**config.mk**
```make
export PLATFORM = sky130hd
export DESIGN_NAME = hex_display_scanner
export DESIGN_NICKNAME = d
export VERILOG_FILES = /design/src/rtl/hex_display_scanner.sv
export SDC_FILE = /design/constraint.sdc
export NUM_CORES = 1
export LEC_CHECK = 0
export ABC_AREA = 1
export BUFFER_PORTS_ARGS = -buffer_cell sky130_fd_sc_hd__buf_2
export CAP_MARGIN = 0
export CORE_UTILIZATION = 30
export CTS_BUF_LIST = sky130_fd_sc_hd__clkbuf_2
export CTS_CLUSTER_SIZE = 14
export DETAILED_ROUTE_END_ITERATION = 6
export SLEW_MARGIN = 40
export SYNTH_ARGS = -nofsm -noshare
export SYNTH_HDL_FRONTEND = slang
export SYNTH_SLANG_ARGS = --single-unit
```
**constraint.sdc**
```tcl
create_clock -name clk -period 2.3 [get_ports clk]
set_input_delay 0.345 -clock clk [delete_from_list [all_inputs] [get_ports clk]]
set_output_delay 0.345 -clock clk [all_outputs]
set_load 0.05 [all_outputs]
```
**src/rtl/hex_display_scanner.sv**
```systemverilog
// Time-multiplexed common-anode seven-segment scanner with frame-synchronous
// double buffering, per-slot dead time and optional leading-zero blanking.
module hex_display_scanner #(
    parameter int unsigned DIGITS = 4,
    parameter int unsigned DIV    = 50000,
    parameter int unsigned BLANK  = 64
) (
    input  logic                  clk,
    input  logic                  resetn,
    input  logic [4*DIGITS-1:0]   value,
    input  logic [DIGITS-1:0]     dp,
    input  logic                  load,
    input  logic                  blank_lz,
    output logic [6:0]            seg_n,
    output logic                  dp_n,
    output logic [DIGITS-1:0]     an_n,
    output logic                  frame
);

    localparam int unsigned VW = 4 * DIGITS;
    localparam int unsigned PW = (DIV > 1) ? $clog2(DIV) : 1;
    localparam int unsigned IW = $clog2(DIGITS);

    // Active-low segment pattern, bit 0 = a ... bit 6 = g
    function automatic logic [6:0] hex_to_seg(input logic [3:0] nib);
        logic [6:0] s;
        case (nib)
            4'h0:    s = 7'h40;
            4'h1:    s = 7'h79;
            4'h2:    s = 7'h24;
            4'h3:    s = 7'h30;
            4'h4:    s = 7'h19;
            4'h5:    s = 7'h12;
            4'h6:    s = 7'h02;
            4'h7:    s = 7'h78;
            4'h8:    s = 7'h00;
            4'h9:    s = 7'h18;
            4'hA:    s = 7'h08;
            4'hB:    s = 7'h03;
            4'hC:    s = 7'h46;
            4'hD:    s = 7'h21;
            4'hE:    s = 7'h06;
            default: s = 7'h0E;
        endcase
        return s;
    endfunction

    logic [PW-1:0]     pre;
    logic [IW-1:0]     idx;
    logic [VW-1:0]     pend_val;
    logic [DIGITS-1:0] pend_dp;
    logic              pend_lz;
    logic [VW-1:0]     act_val;
    logic [DIGITS-1:0] act_dp;
    logic              act_lz;

    logic              pre_last;
    logic              idx_last;
    logic              frame_c;
    logic              drive_c;
    logic [PW-1:0]     pre_nxt;
    logic [IW-1:0]     idx_nxt;

    logic [3:0]        cur_nib;
    logic              cur_dp;
    logic              cur_blank;
    logic              zero_above;
    logic [6:0]        seg_nxt;
    logic              dp_n_nxt;
    logic [DIGITS-1:0] an_n_nxt;

    // Prescaler / digit index sequencing
    always_comb begin
        pre_last = (pre == PW'(DIV - 1));
        idx_last = (idx == IW'(DIGITS - 1));
        frame_c  = pre_last && idx_last;
        drive_c  = (pre >= PW'(BLANK));
        pre_nxt  = pre_last ? '0 : pre + PW'(1);
        idx_nxt  = idx;
        if (pre_last) begin
            idx_nxt = idx_last ? '0 : idx + IW'(1);
        end
    end

    // Select the current digit; zero_above tracks "this and all higher nibbles are 0"
    always_comb begin
        cur_nib    = 4'h0;
        cur_dp     = 1'b0;
        cur_blank  = 1'b0;
        zero_above = 1'b1;
        for (int i = DIGITS - 1; i >= 0; i--) begin
            zero_above = zero_above && (act_val[4*i +: 4] == 4'h0);
            if (idx == IW'(i)) begin
                cur_nib   = act_val[4*i +: 4];
                cur_dp    = act_dp[i];
                cur_blank = act_lz && (i != 0) && zero_above;
            end
        end
    end

    // Next output values: dead time at the start of each slot, then drive
    always_comb begin
        seg_nxt  = 7'h7F;
        dp_n_nxt = 1'b1;
        an_n_nxt = '1;
        if (drive_c) begin
            seg_nxt  = cur_blank ? 7'h7F : hex_to_seg(cur_nib);
            dp_n_nxt = ~cur_dp;
            for (int i = 0; i < DIGITS; i++) begin
                an_n_nxt[i] = (idx != IW'(i));
            end
        end
    end

    // The registered frame pulse marks the swap point, so a load seen together
    // with it lands in the very next slot.
    always_ff @(posedge clk or negedge resetn) begin
        if (!resetn) begin
            pre      <= '0;
            idx      <= '0;
            pend_val <= '0;
            pend_dp  <= '0;
            pend_lz  <= 1'b0;
            act_val  <= '0;
            act_dp   <= '0;
            act_lz   <= 1'b0;
            seg_n    <= 7'h7F;
            dp_n     <= 1'b1;
            an_n     <= '1;
            frame    <= 1'b0;
        end else begin
            pre <= pre_nxt;
            idx <= idx_nxt;
            if (load) begin
                pend_val <= value;
                pend_dp  <= dp;
                pend_lz  <= blank_lz;
            end
            if (frame) begin
                act_val <= load ? value    : pend_val;
                act_dp  <= load ? dp       : pend_dp;
                act_lz  <= load ? blank_lz : pend_lz;
            end
            seg_n <= seg_nxt;
            dp_n  <= dp_n_nxt;
            an_n  <= an_n_nxt;
            frame <= frame_c;
        end
    end

endmodule

```
==> summary.md <==
| Metric | Value |
|---|---|
| Switching power share of the total | 22.6% |
| Launching point of the worst reg2reg path | idx[0]$_DFFE_PN0N_ |
| Ant. Diodes | 0 |
| Synthesized flop and latch total | 73 |
| Internal power | 0.00185 W |
| Seq pwr share | 55.7% |
| I/O Pins | 37 |
| Data arrival time at the worst-slack endpoint | 2.57 ns |
| Maximum number of buffers from clock root to sink | 2 |
| Cell area after synthesis | 0.00359 sq mm |
| Leading post-synthesis cells by instance count | nand2_1, dfrtp_1, inv_1 |
| Cell seen most often among critical-path stages | nand3_1 |
| Total global-route track usage | 12.1% |
| Outcome | complete, but fails checks |
| Critical Path Start Type | register |
| Synthesized instance count | 368 |
| Placed Cells | 545 |
| Clock root cell | clkbuf_2 |
| Buffer and inverter count on the worst path | 4 |
| Delay of the slowest cell on the worst path | 0.45 ns |
| Startpoint-to-endpoint class of the critical path | reg2reg |
| Number of global-route vias before repair | 2,555 |
| Proportion of register bits with asynchronous set or reset after synthesis | 100% |
| Leakage component of the power | 2.05 nW |
| Warnings, synthesis | 0 |
| Timing startpoint of the critical path | idx[0]$_DFFE_PN0N_ |
| Latest clock arrival within the worst-skew pair | 0.54 ns |
| Buffers added on ports | 36 |
| Count of cell types in the netlist | 35 |
| Worst slew pin tran | 0.487 ns |
| Core Box Area | 0.0115 sq mm |
| Synthesized Nets | 404 |
| Post-synth EDFFs | 0 |
| Crit path capture type | register |
| Fraction of power consumed by combinational cells | 4.9% |
| Vias after detailed routing | 2,607 |
| Cell taking the most area after synthesis | dfrtp_1 |
| Power per Cell Area | 570 mW/mm^2 |
| Signed area change from the synthesized netlist to the final layout | 16.7% |
| Net count reported at finish | 457 |
| Dominant cells by area after synthesis | dfrtp_1, mux2_2, dfstp_2 |
| Die ar. | 0.0124 sq mm |
| Cell family with the largest share of critical-path delay | simple AND/OR/NAND/NOR gates |
| Slowest cell on the critical path | dfrtp_1 |
| Wire length per cell after detailed routing | 12.2 microns |
| List of cells traversed by the critical path | inv_1 -> ha_2 -> inv_2 -> o211ai_1 -> nand3_1 -> nand2_1 -> inv_1 -> ha_1 -> inv_1 -> nand3_1 -> nand3_1 -> nand3_1 |
| Detailed-route DRC error count | 4 |
| Worst Path Max Fanout | 9 |
| DRT Pass-1 Iters | 7 |
| Highest achievable clock rate | 481 MHz |
| Class of the tightest hold or removal check | in2reg |
| Count of endpoints failing setup in the final report | 0 |
| Starting Density | 31.2% |
| Count of nets left with antenna violations after detail routing | 0 |
| Final total negative setup slack | 0 ns |
| Crit share post-route | 90.4% |
| Wire length of the first global-routing pass | 12,000 microns |
| Chip Width | 111 microns |
| Switching pwr | 0.000541 W |
| Detail Placement HPWL | 5090 microns |
| Worst slew margin | 67.5% |
| Worst hold margin | 0.0382 ns |
| Filler-free cell count of the finished design | 569 |
| Unrepaired setup endpoints after global routing | false |
| Part of the power in the clock network | 39.4% |
| Number of max-slew violations in the final report | 0 |
| Number of buffers inserted by post-CTS setup repair | 0 |
| Maximum clock skew at final layout | 0.0131 ns |
| Clock-pin slew on the worst setup and hold paths | 0.21 ns |
| Fraction of the yosys area taken by sequential cells | 51.3% |
| Initial drt markers | 130 |
| Number of placement rows | 39 |
| H-tree levels | 3 |
| Top-count cell post-synth | nand2_1 |
| Routed vias/inst | 4.58 |
| Data required, critical path | 2.79 ns |
| Number of max-cap violations | 0 |
| Startpoint of the most critical hold path | value[6] |
| Initial antenna violation count | 0 |
| Highest ir drop seen on vdd | 0.000239 V |
| GRT Residual Overflow | 0 |
| Most frequently used flop master after synthesis | dfrtp_1 |
| Layout cell share with drive strength beyond 1 | 30.5% |
| Placed Area | 0.00394 sq mm |
| Total design power | 0.00239 W |
| Weighted congestion at the end of routability-driven global placement | 0.875 |
| Wire length reported by the detailed router | 6950 microns |
| Top-area cell type share of the netlist area | 42.5% |
| Fill cell total of the finished layout | 1,178 |
| Final Cell Area | 0.00419 sq mm |
| Failing checks | DRC |
| Clock tree from TritonCTS | built |
| Average footprint of a synthesized cell | 9.75 sq um |
| Crit path time final | 2.08 ns |
| Maximum number of pins on one net before global-route repair | 74 |
| CTS sink count | 73 |
| Final Hold Viols | 0 |
| Number of buffers created by CTS | 9 |
| DIE HEIGHT | 111 microns |
-- area by class of cell --
type / instances / area (sq um) / area share [%]
clock buffers: 9 / 45.0 / 1.08
clock inverters: 7 / 119 / 2.84
inverters: 47 / 178 / 4.24
multi-input cells: 241 / 1520 / 36.2
flip-flops and latches: 73 / 1840 / 44.0
well taps: 143 / 179 / 4.27
repair buffers: 49 / 310 / 7.41
-- cells by family (layout without fill, tap and decap cells) --
logic type	after synthesis	in the layout	share of synthesized area, %
adder cells (fa/ha/maj)	12	12	4.18
AO/OA/AOI/OAI	35	35	6.38
AND/OR/NAND/NOR	155	155	19.7
flip-flops	73	73	51.3
multiplexers	33	33	10.4
XOR/XNOR	6	6	1.46
buffers and inverters	54	112	6.55
-- flip-flops by register name (all words and copies together) (netlist names) --
| name | flops |
|---|---|
| act_dp | 4 |
| act_lz | 1 |
| act_val | 16 |
| an_n | 4 |
| dp_n | 1 |
| frame | 1 |
| idx | 2 |
| pend_dp | 4 |
| pend_lz | 1 |
| pend_val | 16 |
| pre | 16 |
| seg_n | 7 |
-- metrics by stage --
step	setup WS, ns	utilization [%]
final	0.221	36.4
after global placement	0.341	34.2
after detailed placement	0.199	34.2
after global routing	0.0372	36.4
after CTS	0.145	35.7
after floorplan	0.387	-
-- power groups by stage --
| stage | sequential [W] | combinational, W | clock, W |
|---|---|---|---|
| finish | 0.00133 | 0.000118 | 0.000941 |
| global route | 0.00133 | 0.000133 | 0.00102 |
| CTS | 0.00133 | 0.000113 | 0.000966 |
| detailed placement | 0.00135 | 0.000111 | 0 |
| global placement | 0.00135 | 0.000108 | 0 |
| floorplan | 0.00135 | 0.0000536 | 0 |
-- routing by layer --
metal	up-vias	track usage, %	part of all wire [%]
li1	1293	-	-
met1	1242	16.4	49
met2	60	18.1	45
met3	12	3.65	5.2
met4	0	5.05	1.4
met5	-	0	0
-- cell usage in the layout (no fill, tap or decap), types with 10 or more instances in the layout --
cell	synthesis	final
dfstp_2	12	12
mux2_2	33	33
inv_1	43	43
a21oi_1	10	10
nand2_1	75	75
nor2_1	35	35
dfrtp_1	61	61
ha_1	12	10
o21ai_0	15	15
nand3_1	19	19
buf_2	1	36
-- worst paths after layout --
kind	to	slack, ns	depth (start not counted)
setup reg to reg	seg_n[0]$_DFF_PN1_	0.22	12
setup / recovery	seg_n[0]$_DFF_PN1_	0.22	12
max in group asynchronous	an_n[0]$_DFF_PN1_	1.63	3
hold reg to reg	dp_n$_DFF_PN1_	0.48	1
hold / removal	pend_val[6]$_DFF_PN0_	0.04	2
min in group asynchronous	pend_val[9]$_DFF_PN0_	0.32	3
-- what timing repair did --
action | in CTS | in global routing
endpoints found under the hold margin | 61 | 7
resized for setup | 0 | 2
hold buffers | 1 | 7
setup endpoints to repair | 0 | 2
No activity file was read; power rests on OpenSTA's default activity.
